## src/rtl/divide.sv

```systemverilog
// Sequential 8-bit by 4-bit unsigned restoring divider with a nibble-wide
// load/read port; one quotient bit per DIV_CLK cycle, 8 cycles per divide.
module divide (
  input  logic DIV_CLK,
  input  logic RST_N,
  input  logic DIN0,
  input  logic DIN1,
  input  logic DIN2,
  input  logic DIN3,
  input  logic LOAD,
  input  logic SEL0,
  input  logic SEL1,
  output logic R0,
  output logic R1,
  output logic R2,
  output logic R3,
  output logic BUSY
);

  typedef enum logic [1:0] {IDLE, RUN, DONE} state_t;

  state_t      state;
  logic [7:0]  dvd;
  logic [3:0]  divr;
  logic [7:0]  w;
  logic [4:0]  p;
  logic [2:0]  cnt;
  logic [7:0]  q;
  logic [3:0]  rem;
  logic        doneFlag;
  logic        divz;

  logic [3:0]  din;
  logic [1:0]  sel;
  logic [4:0]  t;
  logic        qBit;
  logic [4:0]  pNext;
  logic [7:0]  wNext;
  logic [3:0]  rdNibble;

  assign din = {DIN3, DIN2, DIN1, DIN0};
  assign sel = {SEL1, SEL0};

  // One restoring step: shift the next dividend bit into the partial
  // remainder and subtract the divisor whenever it fits.
  assign t     = {p[3:0], w[7]};
  assign qBit  = (t >= {1'b0, divr});
  assign pNext = qBit ? (t - {1'b0, divr}) : t;
  assign wNext = {w[6:0], qBit};

  assign BUSY = (state == RUN);

  // NOTE: sequential state uses non-blocking assignments so every register
  // samples the pre-edge values; the async reset clears all of them.
  always_ff @(posedge DIV_CLK or negedge RST_N) begin
    if (!RST_N) begin
      state    <= IDLE;
      dvd      <= '0;
      divr     <= '0;
      w        <= '0;
      p        <= '0;
      cnt      <= '0;
      q        <= '0;
      rem      <= '0;
      doneFlag <= 1'b0;
      divz     <= 1'b0;
    end else begin
      case (state)
        RUN: begin
          w   <= wNext;
          p   <= pNext;
          cnt <= cnt + 3'd1;
          if (cnt == 3'd7) begin
            q        <= wNext;
            rem      <= pNext[3:0];
            doneFlag <= 1'b1;
            state    <= DONE;
          end
        end
        default: begin
          // Loads are only honoured outside RUN, so a busy divide is never disturbed.
          if (LOAD) begin
            case (sel)
              2'd0: begin
                dvd[3:0] <= din;
                doneFlag <= 1'b0;
                divz     <= 1'b0;
              end
              2'd1: begin
                dvd[7:4] <= din;
                doneFlag <= 1'b0;
                divz     <= 1'b0;
              end
              2'd2: begin
                divr <= din;
                if (din == 4'd0) begin
                  q        <= 8'hFF;
                  rem      <= 4'h0;
                  divz     <= 1'b1;
                  doneFlag <= 1'b1;
                  state    <= DONE;
                end else begin
                  w        <= dvd;
                  p        <= '0;
                  cnt      <= '0;
                  divz     <= 1'b0;
                  doneFlag <= 1'b0;
                  state    <= RUN;
                end
              end
              default: ;
            endcase
          end
        end
      endcase
    end
  end

  always_comb begin
    rdNibble = 4'h0;
    case (sel)
      2'd0:    rdNibble = q[3:0];
      2'd1:    rdNibble = q[7:4];
      2'd2:    rdNibble = rem;
      default: rdNibble = {1'b0, divz, BUSY, doneFlag};
    endcase
  end

  assign {R3, R2, R1, R0} = rdNibble;

endmodule

```

## config.mk

```make
export PLATFORM = sky130hd
export DESIGN_NAME = divide
export DESIGN_NICKNAME = d
export VERILOG_FILES = /design/src/rtl/divide.sv
export SDC_FILE = /design/constraint.sdc
export NUM_CORES = 1
export LEC_CHECK = 0
export BUFFER_PORTS_ARGS = -buffer_cell sky130_fd_sc_hd__buf_2
export CAP_MARGIN = 30
export CORE_AREA = 2 2 63 65
export DETAILED_ROUTE_END_ITERATION = 12
export DIE_AREA = 0 0 65 67
export PLACE_DENSITY = 0.86
export REMOVE_ABC_BUFFERS = 1
export SLEW_MARGIN = 20
export SYNTH_ARGS = -nofsm -noshare
export SYNTH_HDL_FRONTEND = slang
export SYNTH_SLANG_ARGS = --single-unit
```

## constraint.sdc

```tcl
create_clock -name DIV_CLK -period 2.2 [get_ports DIV_CLK]
set_input_delay 0.11 -clock DIV_CLK [delete_from_list [all_inputs] [get_ports DIV_CLK]]
set_output_delay 0.11 -clock DIV_CLK [all_outputs]
set_load 0.01 [all_outputs]
```

Word-level counts from Yosys, hierarchy flattened
Cells that the tools add are included.
W data, S select, Z words.
- register bits: 43
- input port bits: 9
- output and inout bits: 5
- word-level logic and storage cells: 71
- $add $sub $neg: 2
- magnitude comparators: 1
- equal/unequal tests: 6
- muxes and demuxes: 34
- bitwise logic cells: 1
- reductions and logical operators: 16
- operators with widths (cell ; count):
    $mux W8 ; 9
    $mux W4 ; 10
    $reduce_and A3 Y1 ; 7
    $mux W3 ; 4
    $pmux W4 S3 ; 1
    $mux W2 ; 5
    $reduce_bool A2 Y1 ; 4
    $ge A5 B4 Y1 ; 1
    $eq A2 B1 Y1 const B ; 2
    $logic_not A4 Y1 ; 1
    $mux W1 ; 4
    $reduce_and A4 Y1 ; 1
    $sub A4 B4 Y4 ; 1
    $add A3 B1 Y3 const B ; 1
    $eq A3 B3 Y1 const B ; 1
    $reduce_bool A3 Y1 ; 1
    $eq A2 B2 Y1 const B ; 1
    $logic_not A2 Y1 ; 1
    $ne A2 B1 Y1 const B ; 1
    $ne A2 B2 Y1 const B ; 1
    $pmux W1 S2 ; 1
    $reduce_or A2 Y1 ; 1
    $not A1 Y1 ; 1

Logic depth before layout (Yosys ltp)
- depth in word-level cells: 5
- depth in mapped cells: 7
- mapped depth without buffers: 6

Least setup slack after synthesis
Ideal clock, no wire load.
- kind: flip-flop to flip-flop
- from: register p[1]
- to: register p[0]
- library setup time: 0.122 ns
- arrival: 1.506 ns
- required time: 2.078 ns
- slack: 0.572 ns
- stages on the path, launching flop included: 6
- buffers on the path: 0
- period minus slack after synthesis: 1.628 ns
- cell sequence: dfrtp_1 -> ha_1 -> nand4_1 -> nand2_1 -> or3_1 -> a32o_1
- longest elaborated chain between the ends: 3
- RTL lines (item ; line ; text):
    start, declared ; 26 ; logic [4:0] p;
    start signal, assigned ; 71 ; p <= pNext;
    $ge A5 B4 Y1 ; 47 ; assign qBit = (t >= {1'b0, divr});
    $mux W4 ; 48 ; assign pNext = qBit ? (t - {1'b0, divr}) : t;
    $mux W4 ; 68 ; case (state)
No other way between the ends.
A chain may end at the register's enable or synchronous reset.

Worst setup path in the final report
- from: register cnt[0]
- to: register rem[3]
- longest elaborated chain between the ends: 3
- RTL lines (item ; line ; text):
    start, declared ; 27 ; logic [2:0] cnt;
    start signal, assigned ; 72 ; cnt <= cnt + 3'd1;
    $eq A3 B3 Y1 ; 73 ; if (cnt == 3'd7) begin
    $ne A2 B1 Y1 (no line) ; n/a ;
    $reduce_and A4 Y1 (no line) ; n/a ;
    end signal, assigned ; 75 ; rem <= pNext[3:0];
    end, declared ; 29 ; logic [3:0] rem;
No other way between the ends.

==> results.cfg <==
[timing]
final.period_utilization = 0.921
setup-violations-final = 0
max_freq_mhz = 494
period_minus_slack_ns = 2.03
tightest_slew_ns = 0.560
drv_slew = 0
rsz0062_at_grt = no
slew_headroom = 0.625
hold_violations = 0
finalClockSkew_ns = 0.00447
tns_ns = 0

[power]
p_leak_uw = 0.00106
seq_power_share = 0.394
power_density_nw_per_um2 = 1560
vdd_drop_max_uv = 902
combPwrFrac = 0.458
cellInternalPower_uw = 2180
pwr-share-clk = 0.148
power_switching_share = 0.402
p_switching_uw = 1470
fin_total_pwr_uw = 3650

[worst_setup_path]
ff2ff_path_depth = 7
cp_data_required_time_ns = 2.39
path_max_fanout = 8
cp_common_cell = ha_1
cp-end-kind = flop
cp-start-kind = flop
crit_chain = ha_1 -> ha_1 -> and3b_1 -> a31oi_1 -> buf_4 -> nand2_1 -> o41ai_1
arrival_ns = 2.21
crit_type = flop to flop
crit_path_max_incr_delay_ns = 0.46
cp_slowest_cell = a31oi_1

[finish]
nets = 231
drive_gt1_frac = 0.181
diodes = 0
area_growth_pct = 11.5
stdcell_count = 264

[detailed_routing]
num_vias = 1536
via_per_inst = 5.82
routed_wl_microns = 4300
drtIter0Drc = 206
routedWlPerCell_microns = 16.3
drc_errors = 0
antenna_left = 0
first_pass_iters = 4

[die]
dieArea_sq_um = 4360
coreArea_sq_um = 3610
num_rows = 22
die_w_microns = 65
start_util = 0.580
io_pins = 14
die_h_microns = 67

[synthesis]
syn_area_sq_um = 2090
synthTopCellsByArea = dfrtp_1 51%, nand2_1 4.7%, mux2_1 3.8%, ha_1 3.6%, mux4_2 3.2%
avgSynthCellArea_sq_um = 10.6
synthCells = 197
synth_common_cells = 43 x dfrtp_1, 26 x nand2_1, 16 x nor2_1
synth-edff-count = 0
async_flop_share = 1.00
yosysTopAreaCellShare = 0.514
synthFlopType = dfrtp_1
synth-seq-cells = 43
synth_most_common_cell = dfrtp_1
synth_top_area_cell = dfrtp_1
ys_warn_count = 0
yosysSeqAreaShare = 0.514
yosysUniqueCellTypes = 38

[job]
maxCapViolations = 0

[worst_hold_path]
hold_depth = 2
hold_class = primary input to flop

[cts]
root_buffer = clkbuf_8
htree_levels = 2
cts_buffers = 5
cts.sink_count = 43
clock_latency_ns = 0.30
clk_pin_slew_ns = 0.08
cts_tree = built
clock_path_buffers = 2

[run_status]
status = completed

[global_routing]
antenna_found_initial = 0
grt_pass1_wl_microns = 7200
grt_max_degree = 44
grt_pass1_vias = 1500
grt_use_total = 0.226
grt_overflow = 0

[placement]
dp.final_hpwl_microns = 3110
routabilityCongestion = 0.818
dp.cells = 254
port_buffers = 13
## what timing repair did
| action | 4_1_cts | 5_1_grt |
|---|---|---|
| hold buffers | 1 | 0 |
| hold endpoints to repair | 43 | 0 |
| setup buffers | 0 | 0 |
| gates resized for setup | 0 | 0 |
## path summary, 6_finish.rpt
check,start,end,slack [ns]
setup reg to reg,cnt[0]$_DFFE_PN0P_,rem[3]$_DFFE_PN0P_,0.17
hold reg to reg,p[3]$_DFFE_PN0P_,p[3]$_DFFE_PN0P_,0.49
max in group asynchronous,RST_N,dvd[7]$_DFFE_PN0P_,1.49
hold / removal,DIN0,dvd[4]$_DFFE_PN0P_,0.10
min in group asynchronous,RST_N,q[6]$_DFFE_PN0P_,0.25
setup / recovery,cnt[0]$_DFFE_PN0P_,rem[3]$_DFFE_PN0P_,0.17
## placed cells by master (no fill, tap or decap), types with 3 or more instances in the layout
| master | Yosys | final |
|---|---|---|
| dfrtp_1 | 43 | 43 |
| nand2_1 | 26 | 26 |
| nor2_1 | 16 | 16 |
| inv_1 | 13 | 13 |
| buf_2 | 5 | 13 |
| a21oi_1 | 10 | 10 |
| nor3_1 | 9 | 9 |
| o21ai_0 | 8 | 8 |
| a31oi_1 | 8 | 8 |
| mux2_1 | 7 | 7 |
| clkbuf_8 | 0 | 7 |
| a32o_1 | 6 | 6 |
| ha_1 | 6 | 6 |
| mux4_2 | 3 | 3 |
| nor3_2 | 3 | 3 |
| or3_1 | 3 | 3 |
| a22o_1 | 3 | 3 |
| buf_4 | 1 | 3 |
## through the flow
stage          setup slack, ns  area (sq um)  utilization  hold slack, ns
2_1_floorplan            0.431          2060            -          -0.186
3_3_place_gp             0.231          2200        0.611           0.296
3_5_place_dp             0.194          2200        0.611           0.299
4_1_cts                  0.183          2310        0.642           0.110
5_1_grt                 0.0760          2330        0.647           0.113
6_report                 0.174          2330        0.647           0.103
## registers in the layout, summed over array words and instances (netlist names)
name      flops
dvd           8
q             8
w             8
divr          4
p             4
rem           4
cnt           3
state         2
divz          1
doneFlag      1
## power groups by stage
stage               Clock (uW)  Sequential (uW)  Combinational (uW)
finish                     541             1440                1670
global route               575             1480                1890
CTS                        548             1440                1680
detailed placement           0             1450                1670
global placement             0             1430                1610
floorplan                    0             1360                1250
## logic make-up (layout without fill, tap and decap cells)
family          count (synthesis)  in the layout  share of synthesized area
compound gates                 42             42                      0.137
xor+xnor                        1              1                    0.00418
fa+ha+maj                       7              7                     0.0454
buf+inv                        21             40                     0.0424
flops                          43             43                      0.514
mux                            14             14                     0.0903
simple gates                   69             69                      0.167
## layer usage
layer	share of wire	global-route usage	vias to the layer above
met1	0.46	0.317	744
met4	0.0051	0.0851	0
li1	-	-	743
met5	0	0	-
met2	0.48	0.347	47
met3	0.056	0.0456	2
## cell type report
cell class,instances,area (sq um)
multi-input cells,133,928
clock buffers,8,100
inverters,14,52.6
flip-flops and latches,43,1080
repair buffers,18,118
well taps,48,60.1
fillers,284,1270
## worst max-delay path: cells and delay by family (launching register included)
| kind | cells | cell delay [ns] |
|---|---|---|
| AOI/OAI and AO/OA | 2 | 0.53 |
| adders and majority gates | 2 | 0.42 |
| buffers and inverters | 1 | 0.26 |
| DFF | 1 | 0.40 |
| and+or+nand+nor | 2 | 0.32 |
Power figures use the tool's default switching activity.
